## src/rtl/robot_pkg.sv

```systemverilog
// Shared definitions for the remote-control link and the robot motor FSM:
// move codes, receiver FSM states, command byte layout and frame integrity rule.
package robot_pkg;

    typedef enum logic [2:0] {
        MV_STOP   = 3'b000,
        MV_ALT_R  = 3'b001,
        MV_ALT_L  = 3'b010,
        MV_BACK   = 3'b011,
        MV_LEFT   = 3'b101,
        MV_RIGHT  = 3'b110,
        MV_FWRD   = 3'b111
    } move_e;

    typedef enum logic [1:0] {
        RX_IDLE,
        RX_START,
        RX_DATA,
        RX_STOP
    } rx_state_e;

    localparam int unsigned FB_MOTOR    = 7;
    localparam int unsigned FB_NMOVE_HI = 6;
    localparam int unsigned FB_NMOVE_LO = 4;
    localparam int unsigned FB_RSVD     = 3;
    localparam int unsigned FB_MOVE_HI  = 2;
    localparam int unsigned FB_MOVE_LO  = 0;

    localparam logic [2:0] MV_ILLEGAL = 3'b100;

    // Inverted copy of move must match, reserved bit clear, 100 never a legal move.
    function automatic logic frame_ok(input logic [7:0] b);
        logic [2:0] mv;
        logic [2:0] nmv;
        mv  = b[FB_MOVE_HI:FB_MOVE_LO];
        nmv = b[FB_NMOVE_HI:FB_NMOVE_LO];
        return (nmv == ~mv) && !b[FB_RSVD] && (mv != MV_ILLEGAL);
    endfunction

endpackage

```

## src/rtl/rc_uart_rx_core.sv

```systemverilog
// 8N1 serial receiver: 2-FF synchroniser plus bit-level FSM, yields one byte
// strobe or stop-bit error strobe in the stop-bit sample cycle.
module rc_uart_rx_core
    import robot_pkg::*;
#(
    parameter int unsigned CLKS_PER_BIT = 16
) (
    input  logic       clk_i,
    input  logic       rst_i,
    input  logic       rx_i,
    output logic [7:0] byte_o,
    output logic       byte_valid_o,
    output logic       stop_err_o
);

    localparam int unsigned CNT_W = $clog2(CLKS_PER_BIT);
    localparam logic [CNT_W-1:0] CNT_LAST = CNT_W'(CLKS_PER_BIT - 1);
    localparam logic [CNT_W-1:0] CNT_HALF = CNT_W'(CLKS_PER_BIT / 2 - 1);

    logic [1:0]       sync_q;
    logic             rxs;
    logic             rxs_d_q;
    rx_state_e        state_q, state_d;
    logic [CNT_W-1:0] cnt_q, cnt_d;
    logic [2:0]       bit_q, bit_d;
    logic [7:0]       shift_q, shift_d;

    assign rxs    = sync_q[1];
    assign byte_o = shift_q;

    always_ff @(posedge clk_i) begin
        if (rst_i) begin
            sync_q  <= '1;
            rxs_d_q <= 1'b1;
            state_q <= RX_IDLE;
            cnt_q   <= '0;
            bit_q   <= '0;
            shift_q <= '0;
        end else begin
            sync_q  <= {sync_q[0], rx_i};
            rxs_d_q <= rxs;
            state_q <= state_d;
            cnt_q   <= cnt_d;
            bit_q   <= bit_d;
            shift_q <= shift_d;
        end
    end

    always_comb begin
        state_d      = state_q;
        cnt_d        = cnt_q;
        bit_d        = bit_q;
        shift_d      = shift_q;
        byte_valid_o = 1'b0;
        stop_err_o   = 1'b0;
        case (state_q)
            // Only a true falling edge starts a frame, so a line still low after a bad stop bit is ignored.
            RX_IDLE: begin
                if (rxs_d_q && !rxs) begin
                    state_d = RX_START;
                    cnt_d   = '0;
                    bit_d   = '0;
                end
            end
            RX_START: begin
                if (cnt_q == CNT_HALF) begin
                    cnt_d   = '0;
                    state_d = rxs ? RX_IDLE : RX_DATA;
                end else begin
                    cnt_d = cnt_q + CNT_W'(1);
                end
            end
            RX_DATA: begin
                if (cnt_q == CNT_LAST) begin
                    cnt_d   = '0;
                    shift_d = {rxs, shift_q[7:1]};
                    if (bit_q == 3'd7) begin
                        state_d = RX_STOP;
                    end else begin
                        bit_d = bit_q + 3'd1;
                    end
                end else begin
                    cnt_d = cnt_q + CNT_W'(1);
                end
            end
            RX_STOP: begin
                if (cnt_q == CNT_LAST) begin
                    cnt_d        = '0;
                    state_d      = RX_IDLE;
                    byte_valid_o = rxs;
                    stop_err_o   = !rxs;
                end else begin
                    cnt_d = cnt_q + CNT_W'(1);
                end
            end
            default: state_d = RX_IDLE;
        endcase
    end

endmodule

```

## src/rtl/rc_cmd_receiver.sv

```systemverilog
// Remote-control command receiver: decodes link bytes into motor_on/move for the
// robot FSM, flags corrupt frames and forces a stop when the link goes silent.
module rc_cmd_receiver
    import robot_pkg::*;
#(
    parameter int unsigned CLKS_PER_BIT   = 16,
    parameter int unsigned TIMEOUT_CYCLES = 1000
) (
    input  logic       clk_i,
    input  logic       rst_i,
    input  logic       rx_i,
    output logic       motor_on_o,
    output logic [2:0] move_o,
    output logic       cmd_valid_o,
    output logic       frame_err_o,
    output logic       link_lost_o
);

    localparam int unsigned WD_W = $clog2(TIMEOUT_CYCLES);
    localparam logic [WD_W-1:0] WD_LAST = WD_W'(TIMEOUT_CYCLES - 1);

    logic [7:0]      rx_byte;
    logic            byte_valid;
    logic            stop_err;
    logic            cmd_ok;
    logic            cmd_bad;
    logic [WD_W-1:0] wd_q;

    rc_uart_rx_core #(
        .CLKS_PER_BIT(CLKS_PER_BIT)
    ) u_rx_core (
        .clk_i       (clk_i),
        .rst_i       (rst_i),
        .rx_i        (rx_i),
        .byte_o      (rx_byte),
        .byte_valid_o(byte_valid),
        .stop_err_o  (stop_err)
    );

    always_comb begin
        cmd_ok  = byte_valid && frame_ok(rx_byte);
        cmd_bad = (byte_valid && !frame_ok(rx_byte)) || stop_err;
    end

    always_ff @(posedge clk_i) begin
        if (rst_i) begin
            motor_on_o  <= 1'b0;
            move_o      <= MV_STOP;
            cmd_valid_o <= 1'b0;
            frame_err_o <= 1'b0;
            link_lost_o <= 1'b1;
            wd_q        <= '0;
        end else begin
            cmd_valid_o <= 1'b0;
            frame_err_o <= cmd_bad;
            // A valid frame takes priority over a watchdog expiry in the same cycle.
            if (cmd_ok) begin
                motor_on_o  <= rx_byte[FB_MOTOR];
                move_o      <= rx_byte[FB_MOVE_HI:FB_MOVE_LO];
                cmd_valid_o <= 1'b1;
                link_lost_o <= 1'b0;
                wd_q        <= '0;
            end else if (!link_lost_o) begin
                if (wd_q == WD_LAST) begin
                    link_lost_o <= 1'b1;
                    move_o      <= MV_STOP;
                end else begin
                    wd_q <= wd_q + WD_W'(1);
                end
            end
        end
    end

endmodule
```

## config.mk

```make
export PLATFORM = sky130hd
export DESIGN_NAME = rc_cmd_receiver
export DESIGN_NICKNAME = d
export VERILOG_FILES = /design/src/rtl/robot_pkg.sv /design/src/rtl/rc_uart_rx_core.sv /design/src/rtl/rc_cmd_receiver.sv
export SDC_FILE = /design/constraint.sdc
export NUM_CORES = 1
export LEC_CHECK = 0
export CAP_MARGIN = 25
export CORE_AREA = 2 2 74 62
export CTS_CLUSTER_SIZE = 14
export DETAILED_ROUTE_END_ITERATION = 16
export DIE_AREA = 0 0 76 64
export HOLD_SLACK_MARGIN = 0.06
export PLACE_DENSITY = 0.64
export SYNTH_ARGS = -nofsm -noshare
export SYNTH_HDL_FRONTEND = slang
export SYNTH_SLANG_ARGS = --single-unit
```

## constraint.sdc

```tcl
create_clock -name clk_i -period 2.1 [get_ports clk_i]
set_input_delay 0.63 -clock clk_i [delete_from_list [all_inputs] [get_ports clk_i]]
set_output_delay 0.63 -clock clk_i [all_outputs]
set_load 0.01 [all_outputs]
```

==> results.ini, run 1 <==
[status]
outcome = finished clean

[drt]
vias_per_cell = 5.089
drt_iter0_drc = 61
drc = 0
num_vias = 1252
ant_nets = 0
wl_per_cell_microns = 11.98
drt-pass1-iter-count = 4
routed_wl_microns = 2947

[sta]
hold_ws_ns = 0.4201
tightest_slew_ns = 0.3958
hold_violations = 0
fin_ws_ns = 0.1331
drv_slew = 0
grt_setup_unrepaired = no
period_share = 0.9366
final.setup_skew_ns = 0.01625
fmax_mhz = 508.4
setup-tns-final_ns = 0
setup_violations = 0
maxSlewHeadroom = 0.7361
fin_crit_ns = 1.967

[flow_run]
drv_cap = 0

[global_route]
antenna_found_initial = 0
grt_start_max_net_pins = 18
grt_pass1_wl_microns = 5250
globalRouteOverflowTotal = 0
first_global_vias = 1192
track_usage = 0.1349

[critical_path]
worst-path-buf-inv = 1
cp-end-kind = primary output
worst_path_max_delay_cell = clkdlybuf4s50_1
critPathTopFamily = buffers and inverters
crit_path_cell_trace = clkdlybuf4s50_1
cp_max_fo = 9
required_ns = 1.47
cp-start-kind = flip-flop
cp.arrival_ns = 1.34
path_class = reg -> out
slowest_delay_ns = 0.59

[clocking]
cts-root-buf = clkbuf_8
cts.path.max_buffers = 2
cts_max_level = 2
post-cts-setup-buffers = 0
cts_tree = yes
cts_sinks = 37
clk_pin_slew_worst_paths_ns = 0.07
cts_hold_buffers = 0
cts_made_buffers = 5
clkLatencyLatePin_ns = 0.29
cts_resized = 0

[synthesis]
synth_cell_type_count = 39
yosys.area.top_type = dfxtp_1
ys_seq_elements = 37
synthCells = 174
yosysWarnings = 0
synth.area.top_cells = dfxtp_1 46%, nor2_1 5.9%, mux2i_1 5.6%
ys_seq_area_frac = 0.4639
syn-num-nets = 181
syn_area_sq_um = 1597
yosys.area.top_type_share = 0.4639
ys.flop_type = dfxtp_1
syn_avg_cell_area_sq_um = 9.175
async_flop_share = 0
synth-edff-count = 0

[final_layout]
layout_commonest_cell = dfxtp_1
fill_cells = 387
final_cell_mix = 37 x dfxtp_1, 25 x nor2_1, 10 x inv_1
final_nets = 195
drive_gt1_frac = 0.1005
final_util = 0.4599
areaGrowthSynthToFinish_pct = 17.32
antenna_cells = 0

[power_and_ir_drop]
p_switching_w = 0.0002781
p_int_w = 0.001076
p_seq_frac = 0.525
p_clk_frac = 0.451
power_w = 0.001354
p_comb_frac = 0.025
cellLeakagePower_nw = 0.6492
peakVddDrop_v = 0.0003255
p_per_area_nw_per_um2 = 722.7
switching_share = 0.2055

[die]
die-area_sq_um = 4864
initial_core_util = 0.3920
core_area_sq_um = 4073
rows = 21
io_pins = 10
die_h_microns = 64
fp.dieW_microns = 76

[place]
gp_congestion = 0.7760
dp_hpwl_microns = 2147
portBuffers = 9
post-place-ws_ns = 0.1534

[min_path]
worstHoldPathType = reg -> reg

==> per-stage QoR <==
step / instance area (sq um) / std cells
after floorplan: 1597 / 174
after global placement: 1760 / 238
after detailed placement: 1760 / 238
after CTS: 1873 / 246
after global routing: 1873 / 246
final: 1873 / 246
==> logic make-up after synthesis <==
group | synth area share
fa+ha+maj | 0.03135
mux | 0.06348
buf+inv | 0.04075
simple gates | 0.2218
compound gates | 0.1238
xor+xnor | 0.05486
flops | 0.4639
==> worst paths after layout <==
check | cells after the start | to | slack (ns) | from
min | 1 | u_rx_core.sync_q[1]$_SDFF_PP1_ | 0.42 | u_rx_core.sync_q[0]$_SDFF_PP1_
max | 1 | link_lost_o | 0.13 | link_lost_o$_SDFF_PP1_
min reg2reg | 1 | u_rx_core.sync_q[1]$_SDFF_PP1_ | 0.42 | u_rx_core.sync_q[0]$_SDFF_PP1_
max reg2reg | 5 | move_o[0]$_SDFFE_PP0P_ | 0.24 | u_rx_core.cnt_q[0]$_SDFFE_PP0P_
==> cell usage after synthesis (all sizes together) (2+ instances only) <==
master	n
a211oi	3
a21oi	5
a22o	2
a31oi	3
and3	2
buf	2
clkbuf	4
dfxtp	37
ha	4
inv	10
mux2i	9
nand2	6
nand2b	3
nand3	7
nor2	25
nor2b	4
nor3	6
nor3b	2
nor4bb	2
o21ai	7
o22ai	4
or2	2
or4	2
xnor2	9
==> area by class of cell <==
cell class | count | area, sq um | area share
multi-input cells | 121 | 790.8 | 0.4222
flip-flops and latches | 37 | 740.7 | 0.3955
repair buffers | 13 | 120.1 | 0.06413
well taps | 57 | 71.32 | 0.03808
clock buffers | 5 | 68.82 | 0.03674
clock inverters | 3 | 43.79 | 0.02338
inverters | 10 | 37.54 | 0.02004
==> state kept, by name, summed over array words and instances (netlist names), 2 cells and up, named ones only <==
| signal | count |
|---|---|
| move_o | 3 |
| u_rx_core.bit_q | 3 |
| wd_q | 10 |
| u_rx_core.byte_o | 8 |
| u_rx_core.sync_q | 2 |
| u_rx_core.cnt_q | 4 |
==> power groups by stage <==
stage                     registers (W)   logic, W  clock network (W)
after global placement         0.000726  0.0000327                  0
after CTS                      0.000710  0.0000338           0.000624
after detailed placement       0.000727  0.0000338                  0
final                          0.000710  0.0000335           0.000610
after floorplan                0.000724  0.0000233                  0
after global routing           0.000711  0.0000374           0.000666
==> layer usage <==
metal / routed length [microns] / GRT usage / share of wire
met1: 1462 / 0.1664 / 0.50
met4: 29 / 0.07045 / 0.0098
met3: 118 / 0.03531 / 0.040
met5: 0 / 0 / 0
met2: 1337 / 0.2188 / 0.45
(Power assumes the default switching activity.)
==> run 2, diff against run 1 <==
Settings changed: GPL_ROUTABILITY_DRIVEN from default to 0.
==> results of run 2 <==
Same layout as run 1: the final DEF is identical, and so are final timing and power.
==> run 3, diff against run 2 <==
Settings changed: CORE_AREA 2 2 74 62 to 2 2 75 63, DIE_AREA 0 0 76 64 to 0 0 77 65, SYNTH_HIERARCHICAL from default to 1.
==> run 3 against run 2 <==
Net effect:
- cell area is 2.0% higher
- setup slack better by 0.098 ns
- sequential power hardly changed
- first-iteration DRC count down 31%
- register-to-register slack better by 0.05 ns
- critical path depth unchanged
==> results.ini, run 3 <==
[status]
outcome = finished clean

[die]
rows = 22
die_h_microns = 65
io_pins = 10
die-area_sq_um = 5005
initial_core_util = 0.3806
fp.dieW_microns = 77
core_area_sq_um = 4349

[sta]
grt_setup_unrepaired = no
fin_crit_ns = 1.869
maxSlewHeadroom = 0.6885
setup_violations = 0
hold_violations = 0
drv_slew = 0
tightest_slew_ns = 0.4673
final.setup_skew_ns = 0.006582
fin_ws_ns = 0.2309
fmax_mhz = 535.0
period_share = 0.8901
setup-tns-final_ns = 0

[synthesis]
yosys.area.top_type = dfxtp_1
syn_area_sq_um = 1655
synth-edff-count = 0
synthTopCellsByCount = 37 x dfxtp_1, 27 x nor2_1, 12 x mux2i_1
ys.flop_type = dfxtp_1
ys_seq_elements = 37
syn-num-nets = 181
ys_seq_area_frac = 0.4475
yosys.area.top_type_share = 0.4475
synth_most_common_cell = dfxtp_1
synth_cell_type_count = 43
async_flop_share = 0
synth.area.top_cells = dfxtp_1 45%, mux2i_1 7.3%, nor2_1 6.1%
syn_avg_cell_area_sq_um = 9.513
yosysWarnings = 6
synthCells = 174

[clocking]
clk_pin_slew_worst_paths_ns = 0.08
cts_hold_buffers = 0
cts.path.max_buffers = 2
post-cts-setup-buffers = 0
cts-root-buf = clkbuf_8
clkLatencyLatePin_ns = 0.29
cts_made_buffers = 5
cts_max_level = 2
cts_resized = 0
cts_sinks = 37
cts_tree = yes

[drt]
num_vias = 1199
drt_iter0_drc = 42
drc = 0
wl_per_cell_microns = 11.69
routed_wl_microns = 2935
drt-pass1-iter-count = 4
vias_per_cell = 4.777
ant_nets = 0

[final_layout]
final_cells = 251
final_cell_mix = 37 x dfxtp_1, 27 x nor2_1, 12 x mux2i_1, 11 x nand2_1, 9 x clkdlybuf4s50_1
seqCellArea_sq_um = 740.7
areaGrowthSynthToFinish_pct = 15.42
regMostFlops = wd_q
largest_reg_flops = 10
multi_input_area_sq_um = 853.3
layout_commonest_cell = dfxtp_1
antenna_cells = 0
fill_cells = 455
drive_gt1_frac = 0.1152
final_nets = 197

[critical_path]
cp.arrival_ns = 1.24
cp-start-kind = flip-flop
critPathTopFamily = buffers and inverters
path_class = reg -> out
required_ns = 1.47
crit_path_cell_trace = clkdlybuf4s50_1
worst_path_max_delay_cell = clkdlybuf4s50_1
cp-end-kind = primary output
worst-path-buf-inv = 1
cp_max_fo = 5
rrSetupSlack_ns = 0.29
slowest_delay_ns = 0.56

[global_route]
first_global_vias = 1101
grt_start_max_net_pins = 18
antenna_found_initial = 0
grt_pass1_wl_microns = 5112
globalRouteOverflowTotal = 0
track_usage = 0.1319
use_met2 = 0.1689
top_usage_layer = met1
globalRouteMet1Util = 0.1904
grt_util_met3 = 0.03900

[power_and_ir_drop]
cellLeakagePower_nw = 0.6778
peakVddDrop_v = 0.0004568
p_per_area_nw_per_um2 = 649.1

[place]
dp.cells = 243
portBuffers = 9
dp_hpwl_microns = 2015
post-place-ws_ns = 0.2791

[flow_run]
drv_cap = 0

[min_path]
worstHoldPathType = reg -> reg

-- run 3: cell count changes after synthesis, sizes merged, moves of 3 or more --
cell,change
nor2b,-4
inv,-3
mux2i,+3
o22ai,-4
nand2,+5
nor2,+3
o2111ai,+3
o41ai,+3
xor2,+3
nand4,+3
-- run 3: kinds of logic after synthesis --
kind of cell,synth area share
compound gates,0.1202
xor+xnor,0.05820
fa+ha+maj,0.03024
buf+inv,0.03704
flops,0.4475
mux,0.07257
simple gates,0.2343
-- run 3: layer usage --
metal  vias up  part of all wire  wire [microns]
li1        650                 -               -
met1       529              0.56            1658
met2        16              0.37            1081
met3         4             0.045             132
met4         0             0.021              63
met5         -                 0               0
-- run 3: power by group --
group          switching, W  leakage (nW)   total, W  internal (W)
Clock              0.000256        0.0374   0.000490      0.000234
Sequential       0.00000357         0.299   0.000709      0.000706
Combinational     0.0000246         0.342  0.0000411     0.0000165
Total              0.000284         0.678    0.00124      0.000956
-- run 3: cell type report --
type	count	area share
Clock buffer	6	0.03798
Inverter	7	0.01375
Tap cell	60	0.03929
Multi-Input combinational cell	125	0.4466
Clock inverter	2	0.007859
Timing Repair Buffer	14	0.06680
Sequential cell	37	0.3877
-- run 3: final timing paths --
check                                        from                              to  cells past startpoint
setup reg to reg  u_rx_core/cnt_q[0]$_SDFFE_PP0P_            wd_q[2]$_SDFFE_PP0P_                      7
hold reg to reg    u_rx_core/sync_q[0]$_SDFF_PP1_  u_rx_core/sync_q[1]$_SDFF_PP1_                      1
hold / removal     u_rx_core/sync_q[0]$_SDFF_PP1_  u_rx_core/sync_q[1]$_SDFF_PP1_                      1
setup / recovery           link_lost_o$_SDFF_PP1_                     link_lost_o                      1
-- run 3: per-stage QoR --
| step | area [sq um] | hold WS, ns | total power, W | utilization |
|---|---|---|---|---|
| floorplan | 1655 | 0.3895 | 0.0007511 | - |
| global placement | 1823 | 0.3993 | 0.0007673 | 0.4192 |
| detailed placement | 1823 | 0.3958 | 0.0007670 | 0.4192 |
| CTS | 1911 | 0.4155 | 0.001268 | 0.4393 |
| global route | 1911 | 0.4278 | 0.001293 | 0.4393 |
| finish | 1911 | 0.4125 | 0.001240 | 0.4393 |
